==> config.mk <==
export PLATFORM = sky130hd
export DESIGN_NAME = key_debounce
export DESIGN_NICKNAME = d
export VERILOG_FILES = /design/src/rtl/key_debounce_pkg.sv /design/src/rtl/key_debounce_chan.sv /design/src/rtl/key_debounce.sv
export SDC_FILE = /design/constraint.sdc
export NUM_CORES = 1
export LEC_CHECK = 0
export BUFFER_PORTS_ARGS = -buffer_cell sky130_fd_sc_hd__clkbuf_2
export CORE_ASPECT_RATIO = 1.5
export CORE_MARGIN = 5
export CORE_UTILIZATION = 47
export CTS_BUF_LIST = sky130_fd_sc_hd__clkbuf_8 sky130_fd_sc_hd__clkbuf_16
export DETAILED_ROUTE_END_ITERATION = 7
export PLACE_DENSITY = 0.71
export SLEW_MARGIN = 0
export SYNTH_ARGS = -nofsm -noshare
export SYNTH_HDL_FRONTEND = slang
export SYNTH_SLANG_ARGS = --single-unit
export TNS_END_PERCENT = 10
==> constraint.sdc <==
create_clock -name clk -period 3.3 [get_ports clk]
set_input_delay 0.33 -clock clk [delete_from_list [all_inputs] [get_ports clk]]
set_output_delay 0.33 -clock clk [all_outputs]
set_load 0.02 [all_outputs]
==> src/rtl/key_debounce_pkg.sv <==
// Shared types and defaults for the key_debounce input-conditioning slice.
// Optional rise_pulse output is enabled by defining KEY_DEBOUNCE_PULSE_EN.
package key_debounce_pkg;

  typedef enum logic {
    KD_IDLE    = 1'b0,
    KD_PENDING = 1'b1
  } kd_state_t;

  localparam int KD_DEFAULT_CYCLES = 1000000;
  localparam int KD_DEFAULT_WIDTH  = 8;

  // Counter only ever reaches cycles-1, so clog2(cycles) bits always suffice.
  function automatic int kdCntWidth(input int cycles);
    return $clog2(cycles);
  endfunction

endpackage

==> src/rtl/key_debounce_chan.sv <==
// One debounce channel: 2-flop synchroniser, polarity normalise, counter FSM.
// Defining KEY_DEBOUNCE_PULSE_EN adds a registered one-cycle rise strobe.
module key_debounce_chan
  import key_debounce_pkg::*;
#(
  parameter int DEBOUNCE_CYCLES = KD_DEFAULT_CYCLES,
  parameter bit INVERT          = 1'b1
) (
  input  logic clk,
  input  logic reset_n,
  input  logic i_raw,
  output logic o_db
`ifdef KEY_DEBOUNCE_PULSE_EN
  ,
  output logic o_rise
`endif
);

  localparam int              CNT_W    = kdCntWidth(DEBOUNCE_CYCLES);
  localparam logic [CNT_W-1:0] CNT_LAST = CNT_W'(DEBOUNCE_CYCLES - 1);

  logic             r_sync1;
  logic             r_sync2;
  logic             r_db;
  logic [CNT_W-1:0] r_cnt;
  kd_state_t        r_state;
  logic             w_s;
  logic             w_commit;

  // Synchroniser resets to the idle pin level so release produces no edge.
  always_ff @(posedge clk or negedge reset_n) begin
    if (!reset_n) begin
      r_sync1 <= INVERT;
      r_sync2 <= INVERT;
    end else begin
      r_sync1 <= i_raw;
      r_sync2 <= r_sync1;
    end
  end

  assign w_s      = r_sync2 ^ INVERT;
  assign w_commit = (r_state == KD_PENDING) && (w_s != r_db) && (r_cnt == CNT_LAST);

  always_ff @(posedge clk or negedge reset_n) begin
    if (!reset_n) begin
      r_state <= KD_IDLE;
      r_cnt   <= '0;
      r_db    <= 1'b0;
    end else begin
      case (r_state)
        KD_IDLE: begin
          if (w_s != r_db) begin
            r_state <= KD_PENDING;
            r_cnt   <= CNT_W'(1);
          end
        end
        KD_PENDING: begin
          if (w_s == r_db) begin
            r_state <= KD_IDLE;
            r_cnt   <= '0;
          end else if (w_commit) begin
            r_db    <= w_s;
            r_state <= KD_IDLE;
            r_cnt   <= '0;
          end else begin
            r_cnt <= r_cnt + 1'b1;
          end
        end
        default: begin
          r_state <= KD_IDLE;
          r_cnt   <= '0;
        end
      endcase
    end
  end

  assign o_db = r_db;

`ifdef KEY_DEBOUNCE_PULSE_EN
  logic r_rise;

  // A commit towards 1 is exactly a 0->1 transition of the debounced level.
  always_ff @(posedge clk or negedge reset_n) begin
    if (!reset_n) begin
      r_rise <= 1'b0;
    end else begin
      r_rise <= w_commit & w_s;
    end
  end

  assign o_rise = r_rise;
`endif

endmodule

==> src/rtl/key_debounce.sv <==
// WIDTH-channel push-button/switch debouncer feeding a PIO in_port.
// Defining KEY_DEBOUNCE_PULSE_EN adds the rise_pulse output.
module key_debounce
  import key_debounce_pkg::*;
#(
  parameter int WIDTH           = KD_DEFAULT_WIDTH,
  parameter int DEBOUNCE_CYCLES = KD_DEFAULT_CYCLES,
  parameter bit INVERT          = 1'b1
) (
  input  logic             clk,
  input  logic             reset_n,
  input  logic [WIDTH-1:0] raw_in,
  output logic [WIDTH-1:0] db_out
`ifdef KEY_DEBOUNCE_PULSE_EN
  ,
  output logic [WIDTH-1:0] rise_pulse
`endif
);

  if (DEBOUNCE_CYCLES < 2) begin : g_badCyclesLow
    $error("key_debounce: DEBOUNCE_CYCLES must be at least 2");
  end
  if (DEBOUNCE_CYCLES > (1 << 24)) begin : g_badCyclesHigh
    $error("key_debounce: DEBOUNCE_CYCLES must not exceed 2^24");
  end

  for (genvar g = 0; g < WIDTH; g++) begin : g_chan
    key_debounce_chan #(
      .DEBOUNCE_CYCLES(DEBOUNCE_CYCLES),
      .INVERT         (INVERT)
    ) u_chan (
      .clk    (clk),
      .reset_n(reset_n),
      .i_raw  (raw_in[g]),
      .o_db   (db_out[g])
`ifdef KEY_DEBOUNCE_PULSE_EN
      ,
      .o_rise (rise_pulse[g])
`endif
    );
  end

endmodule

==> results of run 1 <==
layout make-up:
cell class,count,share of cell area (%)
Inverter,32,1.08
Clock buffer,20,4.20
Clock inverter,12,1.63
Timing Repair Buffer,39,2.65
Sequential cell,192,43.4
Multi-Input combinational cell,815,44.0
Tap cell,268,3.02
registers in the layout, summed over array words and instances, names as in the netlist:
name and cells:
g_chan.u_chan.r_state 8, g_chan.u_chan.r_sync2 8, g_chan.u_chan.o_db 8, g_chan.u_chan.r_sync1 8, g_chan.u_chan.r_cnt 160
critical path: cells and delay by family, from the launching register on:
kind	cells	cell delay, ns
adders and majority gates	1	0.22
DFF	1	0.40
and+or+nand+nor	2	0.47
AOI/OAI and AO/OA	3	1.08
buffers and inverters	1	0.28
cells by family after synthesis:
family	synth area share [%]
AO/OA/AOI/OAI	20.3
adder cells (fa/ha/maj)	0.989
flip-flops	47.7
buffers and inverters	4.14
AND/OR/NAND/NOR	23.9
XOR/XNOR	1.04
multiplexers	2.02
path summary, 6_finish.rpt:
path,from,to,slack (ns),depth (start not counted)
setup / recovery,g_chan[1].u_chan.r_cnt[0],g_chan[1].u_chan.r_cnt[17],0.76,7
hold / removal,g_chan[6].u_chan.r_sync1,g_chan[6].u_chan.r_sync2,0.36,0
setup reg to reg,g_chan[1].u_chan.r_cnt[0],g_chan[1].u_chan.r_cnt[17],0.76,7
hold reg to reg,g_chan[6].u_chan.r_sync1,g_chan[6].u_chan.r_sync2,0.36,0
max in group asynchronous,reset_n,g_chan[5].u_chan.r_sync1,1.94,3
min in group asynchronous,reset_n,g_chan[3].u_chan.r_cnt[10],0.49,2
cells in the final DEF, fill, tap and decap left out, drive strengths merged, types with 10 or more instances in the layout:
cell	Yosys	final
a21o	17	17
a21oi	66	66
a22o	19	19
a31oi	100	100
a41oi	26	26
and2	13	13
and3	32	32
and4	16	16
buf	33	13
clkbuf	26	37
dfrtp	176	176
dfstp	16	16
inv	32	35
mux2i	17	17
nand2	150	150
nand2b	13	13
nand3	76	76
nand4	34	34
nor2	42	42
nor3	16	16
nor4	12	12
o21ai	58	58
or3	10	10
xnor2	10	10
per-stage QoR:
stage          hold slack (ns)  std cells  util [%]
3_5_place_dp             0.347       1337      49.1
6_report                 0.356       1378      52.6
2_1_floorplan           0.0344       1098         -
5_1_grt                  0.359       1378      52.6
4_1_cts                  0.356       1378      52.6
3_3_place_gp             0.346       1337      49.1
power groups by stage:
stage,combinational (uW),sequential (uW),clock [uW]
floorplan,202,2500,0
global placement,293,2510,0
detailed placement,300,2520,0
CTS,309,2470,2310
global route,350,2480,2400
finish,303,2470,2250
metal layers:
layer / share of wire [%] / vias up
met5: 0 / -
met4: 1.7 / 0
met3: 2.5 / 30
met2: 52 / 128
met1: 44 / 4073
li1: - / 4125
what timing repair did:
item                                   4_1_cts  5_1_grt
resized for setup                            0        0
endpoints found under the hold margin       81        0
hold buffers                                 9        0
==> results.txt, run 1 <==
Post-CTS Setup Bufs: 0
grt total ovfl: 0
Diodes inserted: 0
status: finished clean
NumNets Final: 1,115
Slowest Stage Delay on Critical Path: 0.80 ns
Least-Margin Pin Slew: 0.983 ns
ANT nets after route: 0
Via Count: 8,356
die area: 0.0246 mm^2
Core Region: 0.0211 mm^2
CP max-delay cell: a21oi_2
Starting Density: 47.9%
die height: 190 um
global-route met1 utilization: 21.6%
Post-DP Area: 0.0104 mm^2
# rows: 65
met2 usage: 31.4%
Root Driver: clkbuf_16
gr busiest metal: met2
arrival time at the worst endpoint: 2.90 ns
YS warnings: 0
setup ws final: 0.765 ns
final setup vio count: 0
DRC: 0
crit path cell chain: ha_1, and3_1, and3_1, a21oi_2, buf_4, a41oi_1, a31oi_1
CTS sink cnt: 192
Async SR Flop Fraction: 100%
post-synth net total: 1,116
Post-synth top flop: dfrtp_1
# IOs: 18
GPL Wtd Cong: 0.851
switching portion of total power: 23.3%
global-route wire length before repair: 37.1 mm
crit path capture type: register
combinational power share: 6.0%
Buffers on Ports: 17
fin crit period: 2.54 ns
Fillers: 1,892
initial drt markers: 428
skew final: 0.0106 ns
setup_tns: 0 ns
kind of critical path: register to register
internal power: 3850 uW
peak supply drop: 0.356 mV
Pins Over Slew Limit: 0
Synth top cells by count: 176 x dfrtp_1, 150 x nand2_1, 100 x a31oi_1
post-synthesis register bit count: 192
total track usage: 17.8%
1st-pass router iterations: 5
WL/cell: 15.2 um
post-synth top area cell: dfrtp_1
Fmax: 0.394 GHz
Area growth syn-to-layout: 9.80%
Max Cap Viol: 0
total power draw: 5020 uW
unrepaired setup endpoints after global routing: no
initial antenna violation count: 0
count leader, synth: dfrtp_1
Sequential Power Share: 49.2%
leading post-synthesis cells by cell area: dfrtp_1 44%, a31oi_1 6.2%, nand2_1 5.6%, dfstp_2 4.2%, nand3_1 3.8%
post-synthesis cell type count: 67
worst hold path class: register to register
share of cells above drive strength 1: 9.28%
WP data required: 3.67 ns
Synth top area share: 43.5%
Skew-Pair Late Insertion Delay: 0.44 ns
Max Root-Sink Buffers: 2
crit-path most repeated cell: and3_1
Vias/cell: 6.06
Sequential cell area: 0.00482 mm^2
clock power share: 44.8%
post-layout instance area: 0.0111 mm^2
Cell Pwr Density: 452 mW/mm^2
number of buffers created by CTS: 17
fin crit share: 76.8%
Lkg Pwr: 0.00461 uW
CTS tree: done
pin count of the biggest net entering global routing: 83
post-detail-place hpwl: 14.3 mm
number of global-route vias before repair: 8,174
Final Hold Viols: 0
Mapped Cells: 1,098
EDFF count, synth: 0
clock slew seen by the registers of the worst setup and hold paths: 0.07 ns
Die W: 130 um
H-tree depth: 4
post-placement worst setup slack: 0.792 ns
Seq/Total Area, Yosys: 47.7%
area of the multi-input gates: 0.00489 mm^2
Startpoint Class: register
Slew headroom: 34.5%
worst-path fanout max: 24
NetSw: 1170 uW
met3 Use GR: 3.34%
post-synthesis cell area: 0.0101 mm^2
Post-Syn Area per Cell: 9.22 um^2
routed wire length: 21.0 mm
No activity file was read; power rests on OpenSTA's default activity.
==> run 2: changes to the inputs <==
--- a/config.mk
+++ b/config.mk
@@ -11,7 +11,7 @@
 export CORE_UTILIZATION = 47
 export CTS_BUF_LIST = sky130_fd_sc_hd__clkbuf_8 sky130_fd_sc_hd__clkbuf_16
 export DETAILED_ROUTE_END_ITERATION = 7
-export PLACE_DENSITY = 0.71
+export PLACE_DENSITY = 0.73
 export SLEW_MARGIN = 0
 export SYNTH_ARGS = -nofsm -noshare
 export SYNTH_HDL_FRONTEND = slang
==> constraint.sdc (replaced) <==
create_clock -name clk -period 2.2 [get_ports clk]
set_input_delay 0.22 -clock clk [delete_from_list [all_inputs] [get_ports clk]]
set_output_delay 0.22 -clock clk [all_outputs]
set_load 0.02 [all_outputs]
==> results.txt, run 2 (same netlist as run 1, synthesis figures left out) <==
status: finished clean (unchanged)
crit path cell chain: nor4b_1, nand4_1, o311a_1, buf_4, a21o_1, a22o_1 (was ha_1, and3_1, and3_1, a21oi_2, buf_4, a41oi_1, a31oi_1)
Slowest Stage Delay on Critical Path: 0.44 ns (was 0.80 ns)
skew final: 0.0125 ns (was 0.0106 ns)
# IOs: 18 (unchanged)
area of the multi-input gates: 0.00493 mm^2 (was 0.00489 mm^2)
fin crit period: 2.09 ns (was 2.54 ns)
Lkg Pwr: 0.00479 uW (was 0.00461 uW)
Core Region: 0.0211 mm^2 (unchanged)
global-route wire length before repair: 37.7 mm (was 37.1 mm)
worst hold path class: input port to async pin (was register to register)
number of global-route vias before repair: 8,255 (was 8,174)
post-detail-place hpwl: 14.8 mm (was 14.3 mm)
worst hold slack: 0.314 ns (was 0.356 ns)
WL/cell: 15.1 um (was 15.2 um)
NumNets Final: 1,151 (was 1,115)
GPL Wtd Cong: 0.856 (was 0.851)
CP max-delay cell: dfrtp_1 (was a21oi_2)
pin count of the biggest net entering global routing: 61 (was 83)
placed cell count: 1,373 (was 1,337)
Buffers on Ports: 17 (unchanged)
die area: 0.0246 mm^2 (unchanged)
WP data required: 2.53 ns (was 3.67 ns)
Fillers: 1,930 (was 1,892)
Root Driver: clkbuf_16 (unchanged)
total power draw: 7250 uW (was 5020 uW)
clock slew seen by the registers of the worst setup and hold paths: 0.08 ns (was 0.07 ns)
Die W: 130 um (unchanged)
CTS tree: done (unchanged)
max FFs per register: 160 (unchanged)
H-tree depth: 4 (unchanged)
share of cells above drive strength 1: 12.6% (was 9.28%)
Final Hold Viols: 0 (unchanged)
# rows: 65 (unchanged)
cells on worst reg2reg path: 6 (was 7)
Largest Register: g_chan.u_chan.r_cnt (unchanged)
Vias/cell: 6.07 (was 6.06)
worst-path fanout max: 10 (was 24)
Cell Pwr Density: 637 mW/mm^2 (was 452 mW/mm^2)
Sequential cell area: 0.00482 mm^2 (unchanged)
commonest cells after routing, fill and taps aside: 176 x dfrtp_1, 150 x nand2_1, 99 x a31oi_1 (unchanged)
arrival time at the worst endpoint: 2.42 ns (was 2.90 ns)
peak supply drop: 0.548 mV (was 0.356 mV)
initial drt markers: 544 (was 428)
total track usage: 18.1% (was 17.8%)
Area growth syn-to-layout: 12.4% (was 9.80%)
fin crit share: 94.9% (was 76.8%)
routed wire length: 21.3 mm (was 21.0 mm)
Startpoint Class: register (unchanged)
Slew headroom: 52.0% (was 34.5%)
grt total ovfl: 0 (unchanged)
setup ws final: 0.113 ns (was 0.765 ns)
R2R Path Start: g_chan[3].u_chan.r_cnt[11] (was g_chan[1].u_chan.r_cnt[0])
Diodes inserted: 0 (unchanged)
Max Cap Viol: 0 (unchanged)
1st-pass router iterations: 5 (unchanged)
number of buffers created by CTS: 17 (unchanged)
final setup vio count: 0 (unchanged)
ANT nets after route: 0 (unchanged)
Least-Margin Pin Slew: 0.720 ns (was 0.983 ns)
Fmax: 0.479 GHz (was 0.394 GHz)
unrepaired setup endpoints after global routing: yes (was no)
die height: 190 um (unchanged)
CTS sink cnt: 192 (unchanged)
Post-CTS Setup Bufs: 0 (unchanged)
crit path capture type: register (unchanged)
Non-Filler Instances: 1,414 (was 1,378)
leading cell type in the layout, fill and taps excluded: dfrtp_1 (unchanged)
Via Count: 8,579 (was 8,356)
DRC: 0 (unchanged)
Starting Density: 47.9% (unchanged)
initial antenna violation count: 0 (unchanged)
RR Endpoint: g_chan[3].u_chan.r_cnt[3] (was g_chan[1].u_chan.r_cnt[17])
kind of critical path: register to register (unchanged)
Max Root-Sink Buffers: 2 (unchanged)
post-placement worst setup slack: 0.119 ns (was 0.792 ns)
Pins Over Slew Limit: 0 (unchanged)
Final Util: 53.8% (was 52.6%)
Skew-Pair Late Insertion Delay: 0.44 ns (about the same)
worst reg-to-reg setup slack: 0.11 ns (was 0.76 ns)
==> run 2: routing by layer <==
layer / up-vias / part of all wire, % / track usage, %
li1: 4195 / - / -
met1: 4244 / 44 / 22.1
met2: 116 / 52 / 32.2
met3: 24 / 2.3 / 3.20
met4: 0 / 1.4 / 5.88
met5: - / 0 / 0
==> run 2: what timing repair did <==
action                     CTS  global route
hold endpoints to repair    60             0
setup endpoints to repair    0            19
hold buffers                 9             0
gates resized for setup      0             5
==> run 2: power by group <==
part | total, uW | internal (uW) | switching (uW)
logic | 504 | 190 | 313
registers | 3700 | 3620 | 84.8
clock network | 3040 | 1540 | 1500
==> run 2: stage by stage <==
stage,instance area (um^2),TNS [ns]
3_3_place_gp,10700,0
3_5_place_dp,10700,0
5_1_grt,11400,-0.00576
2_1_floorplan,10100,0
6_report,11400,0
4_1_cts,11300,0
==> run 2: worst max path at each step <==
stage	start	to	slack, ns	cells after the start
detailed placement	g_chan[2].u_chan.r_cnt[16]	g_chan[2].u_chan.r_cnt[19]	0.12	6
finish	g_chan[3].u_chan.r_cnt[11]	g_chan[3].u_chan.r_cnt[3]	0.11	6
CTS	g_chan[4].u_chan.r_cnt[0]	g_chan[4].u_chan.r_cnt[10]	0.12	7
floorplan	g_chan[7].u_chan.r_cnt[0]	g_chan[7].u_chan.r_cnt[2]	0.25	6
global placement	g_chan[3].u_chan.r_cnt[11]	g_chan[3].u_chan.r_cnt[3]	0.17	6
global route	g_chan[7].u_chan.r_cnt[0]	g_chan[7].u_chan.r_cnt[11]	-0.006	7
==> run 2: layout make-up <==
| class | instances | area share, % |
|---|---|---|
| well taps | 268 | 2.95 |
| flip-flops and latches | 192 | 42.4 |
| multi-input cells | 815 | 43.3 |
| clock inverters | 14 | 1.25 |
| clock buffers | 18 | 3.86 |
| inverters | 32 | 1.06 |
| repair buffers | 75 | 5.18 |
==> run 2: critical path: cells and delay by family, from the launching register on <==
family	cells	cell delay [ns]
AOI/OAI and AO/OA	3	0.71
DFF	1	0.44
buffers and inverters	1	0.19
and+or+nand+nor	2	0.65
==> run 3: changes to the inputs <==
--- a/config.mk
+++ b/config.mk
@@ -12,6 +12,7 @@
 export CTS_BUF_LIST = sky130_fd_sc_hd__clkbuf_8 sky130_fd_sc_hd__clkbuf_16
 export DETAILED_ROUTE_END_ITERATION = 7
 export PLACE_DENSITY = 0.73
+export RECOVER_POWER = 100
 export SLEW_MARGIN = 0
 export SYNTH_ARGS = -nofsm -noshare
 export SYNTH_HDL_FRONTEND = slang
==> results.txt, run 3 (same netlist as run 1, synthesis figures left out) <==
worst-path fanout max: 15 (was 10)
worst hold slack: 0.307 ns (was 0.314 ns)
routed wire length: 21.4 mm (was 21.3 mm)
number of buffers created by CTS: 17 (unchanged)
final setup vio count: 0 (unchanged)
Max Cap Viol: 0 (unchanged)
CTS sink cnt: 192 (unchanged)
fin crit period: 2.09 ns (about the same)
Diodes inserted: 0 (unchanged)
Fillers: 1,958 (was 1,930)
Vias/cell: 6.07 (about the same)
Skew-Pair Late Insertion Delay: 0.44 ns (about the same)
setup ws final: 0.109 ns (was 0.113 ns)
Slew headroom: 20.5% (was 52.0%)
status: finished clean (unchanged)
crit path capture type: register (unchanged)
total power draw: 7230 uW (was 7250 uW)
H-tree depth: 4 (unchanged)
# rows: 65 (unchanged)
total track usage: 18.1% (unchanged)
crit path cell chain: or4_4, nor4_2, a21oi_2, buf_4, a21o_1, a22o_1 (was nor4b_1, nand4_1, o311a_1, buf_4, a21o_1, a22o_1)
# IOs: 18 (unchanged)
Startpoint Class: register (unchanged)
die height: 190 um (unchanged)
Pins Over Slew Limit: 0 (unchanged)
clock slew seen by the registers of the worst setup and hold paths: 0.08 ns (about the same)
Fmax: 0.478 GHz (was 0.479 GHz)
gr busiest metal: met2 (unchanged)
R2R Path Start: g_chan[1].u_chan.r_cnt[13] (was g_chan[3].u_chan.r_cnt[11])
Starting Density: 47.9% (unchanged)
worst reg-to-reg setup slack: 0.11 ns (about the same)
Via Count: 8,582 (was 8,579)
CP max-delay cell: or4_4 (was dfrtp_1)
initial antenna violation count: 0 (unchanged)
CTS tree: done (unchanged)
fin crit share: 95.1% (was 94.9%)
WL/cell: 15.1 um (about the same)
leading cell type in the layout, fill and taps excluded: dfrtp_1 (unchanged)
cells on worst reg2reg path: 6 (unchanged)
1st-pass router iterations: 5 (unchanged)
Buffers on Ports: 17 (unchanged)
NumNets Final: 1,151 (unchanged)
met2 usage: 32.2% (unchanged)
skew final: 0.0127 ns (was 0.0125 ns)
Lkg Pwr: 0.00470 uW (was 0.00479 uW)
Max Root-Sink Buffers: 2 (unchanged)
share of cells above drive strength 1: 10.1% (was 12.6%)
unrepaired setup endpoints after global routing: yes (unchanged)
initial drt markers: 538 (was 544)
arrival time at the worst endpoint: 2.43 ns (was 2.42 ns)
Core Region: 0.0211 mm^2 (unchanged)
DRC: 0 (unchanged)
Root Driver: clkbuf_16 (unchanged)
Cell Pwr Density: 641 mW/mm^2 (was 637 mW/mm^2)
Post-DP Area: 0.0107 mm^2 (unchanged)
peak supply drop: 0.548 mV (about the same)
Final Util: 53.4% (was 53.8%)
GPL Wtd Cong: 0.856 (unchanged)
met3 Use GR: 3.20% (unchanged)
global-route met1 utilization: 22.1% (unchanged)
post-placement worst setup slack: 0.119 ns (unchanged)
Slowest Stage Delay on Critical Path: 0.54 ns (was 0.44 ns)
Area growth syn-to-layout: 11.5% (was 12.4%)
global-route wire length before repair: 37.7 mm (unchanged)
die area: 0.0246 mm^2 (unchanged)
RR Endpoint: g_chan[1].u_chan.r_cnt[7] (was g_chan[3].u_chan.r_cnt[3])
ANT nets after route: 0 (unchanged)
number of global-route vias before repair: 8,255 (unchanged)
Least-Margin Pin Slew: 1.19 ns (was 0.720 ns)
Final Hold Viols: 0 (unchanged)
WP data required: 2.54 ns (was 2.53 ns)
Largest Register: g_chan.u_chan.r_cnt (unchanged)
grt total ovfl: 0 (unchanged)
post-detail-place hpwl: 14.8 mm (unchanged)
Die W: 130 um (unchanged)
commonest cells after routing, fill and taps aside: 176 x dfrtp_1, 150 x nand2_1, 99 x a31oi_1 (unchanged)
pin count of the biggest net entering global routing: 61 (unchanged)
max FFs per register: 160 (unchanged)
worst hold path class: input port to async pin (unchanged)
kind of critical path: register to register (unchanged)
Critical path origin: g_chan[1].u_chan.r_cnt[13] (was g_chan[3].u_chan.r_cnt[11])
post-layout instance area: 0.0113 mm^2 (was 0.0114 mm^2)
run 3: changes by cell type in the layout (fill, tap and decap cells not counted), sizes merged:
cell | previous run | this run
clkbuf | 35 | 50
buf | 49 | 34
run 3: power by group:
part / leakage (uW) / internal, uW / total [uW] / switching [uW]
combinational: 0.00184 / 178 / 490 / 313
sequential: 0.00258 / 3620 / 3700 / 84.6
clock: 0.000282 / 1540 / 3040 / 1500
run 3: worst max-delay path by stage:
stage,endpoint,slack [ns],depth (start not counted)
after detailed placement,g_chan[2].u_chan.r_cnt[19],0.12,6
final,g_chan[1].u_chan.r_cnt[7],0.11,6
after global routing,g_chan[7].u_chan.r_cnt[11],-0.006,7
after global placement,g_chan[3].u_chan.r_cnt[3],0.17,6
after CTS,g_chan[4].u_chan.r_cnt[10],0.12,7
after floorplan,g_chan[7].u_chan.r_cnt[2],0.25,6
run 3: critical path: cells and delay by family (launching register included):
family / cells / cell delay [ns]
AO/OA/AOI/OAI: 3 / 0.48
AND/OR/NAND/NOR: 2 / 0.88
buffers and inverters: 1 / 0.19
flip-flops: 1 / 0.42
run 3: layer usage:
layer  vias up  wire length (um)  share of wire, %
li1       4196                 -                 -
met1      4253              9340                44
met2       107             11200                52
met3        26               516               2.4
met4         0               332               1.6
met5         -                 0                 0
run 3: metrics by stage:
step	cells	TNS (ns)
after CTS	1414	0
after global routing	1414	-0.00860
final	1414	0
after global placement	1373	0
after detailed placement	1373	0
after floorplan	1098	0
run 3: final cells by class:
class / instances / area, um^2 / area share [%]
clock buffer: 18 / 439 / 3.89
clock inverter: 14 / 143 / 1.26
inverter: 32 / 120 / 1.06
multi-input combinational: 815 / 4900 / 43.5
sequential: 192 / 4820 / 42.8
tap: 268 / 335 / 2.97
timing repair buffer: 75 / 518 / 4.59
run 3: repair_timing:
action,CTS,global route
hold endpoints to repair,60,0
buffers inserted,0,0
hold buffers,9,0
resized for setup,0,5
endpoints found under the setup margin,0,19
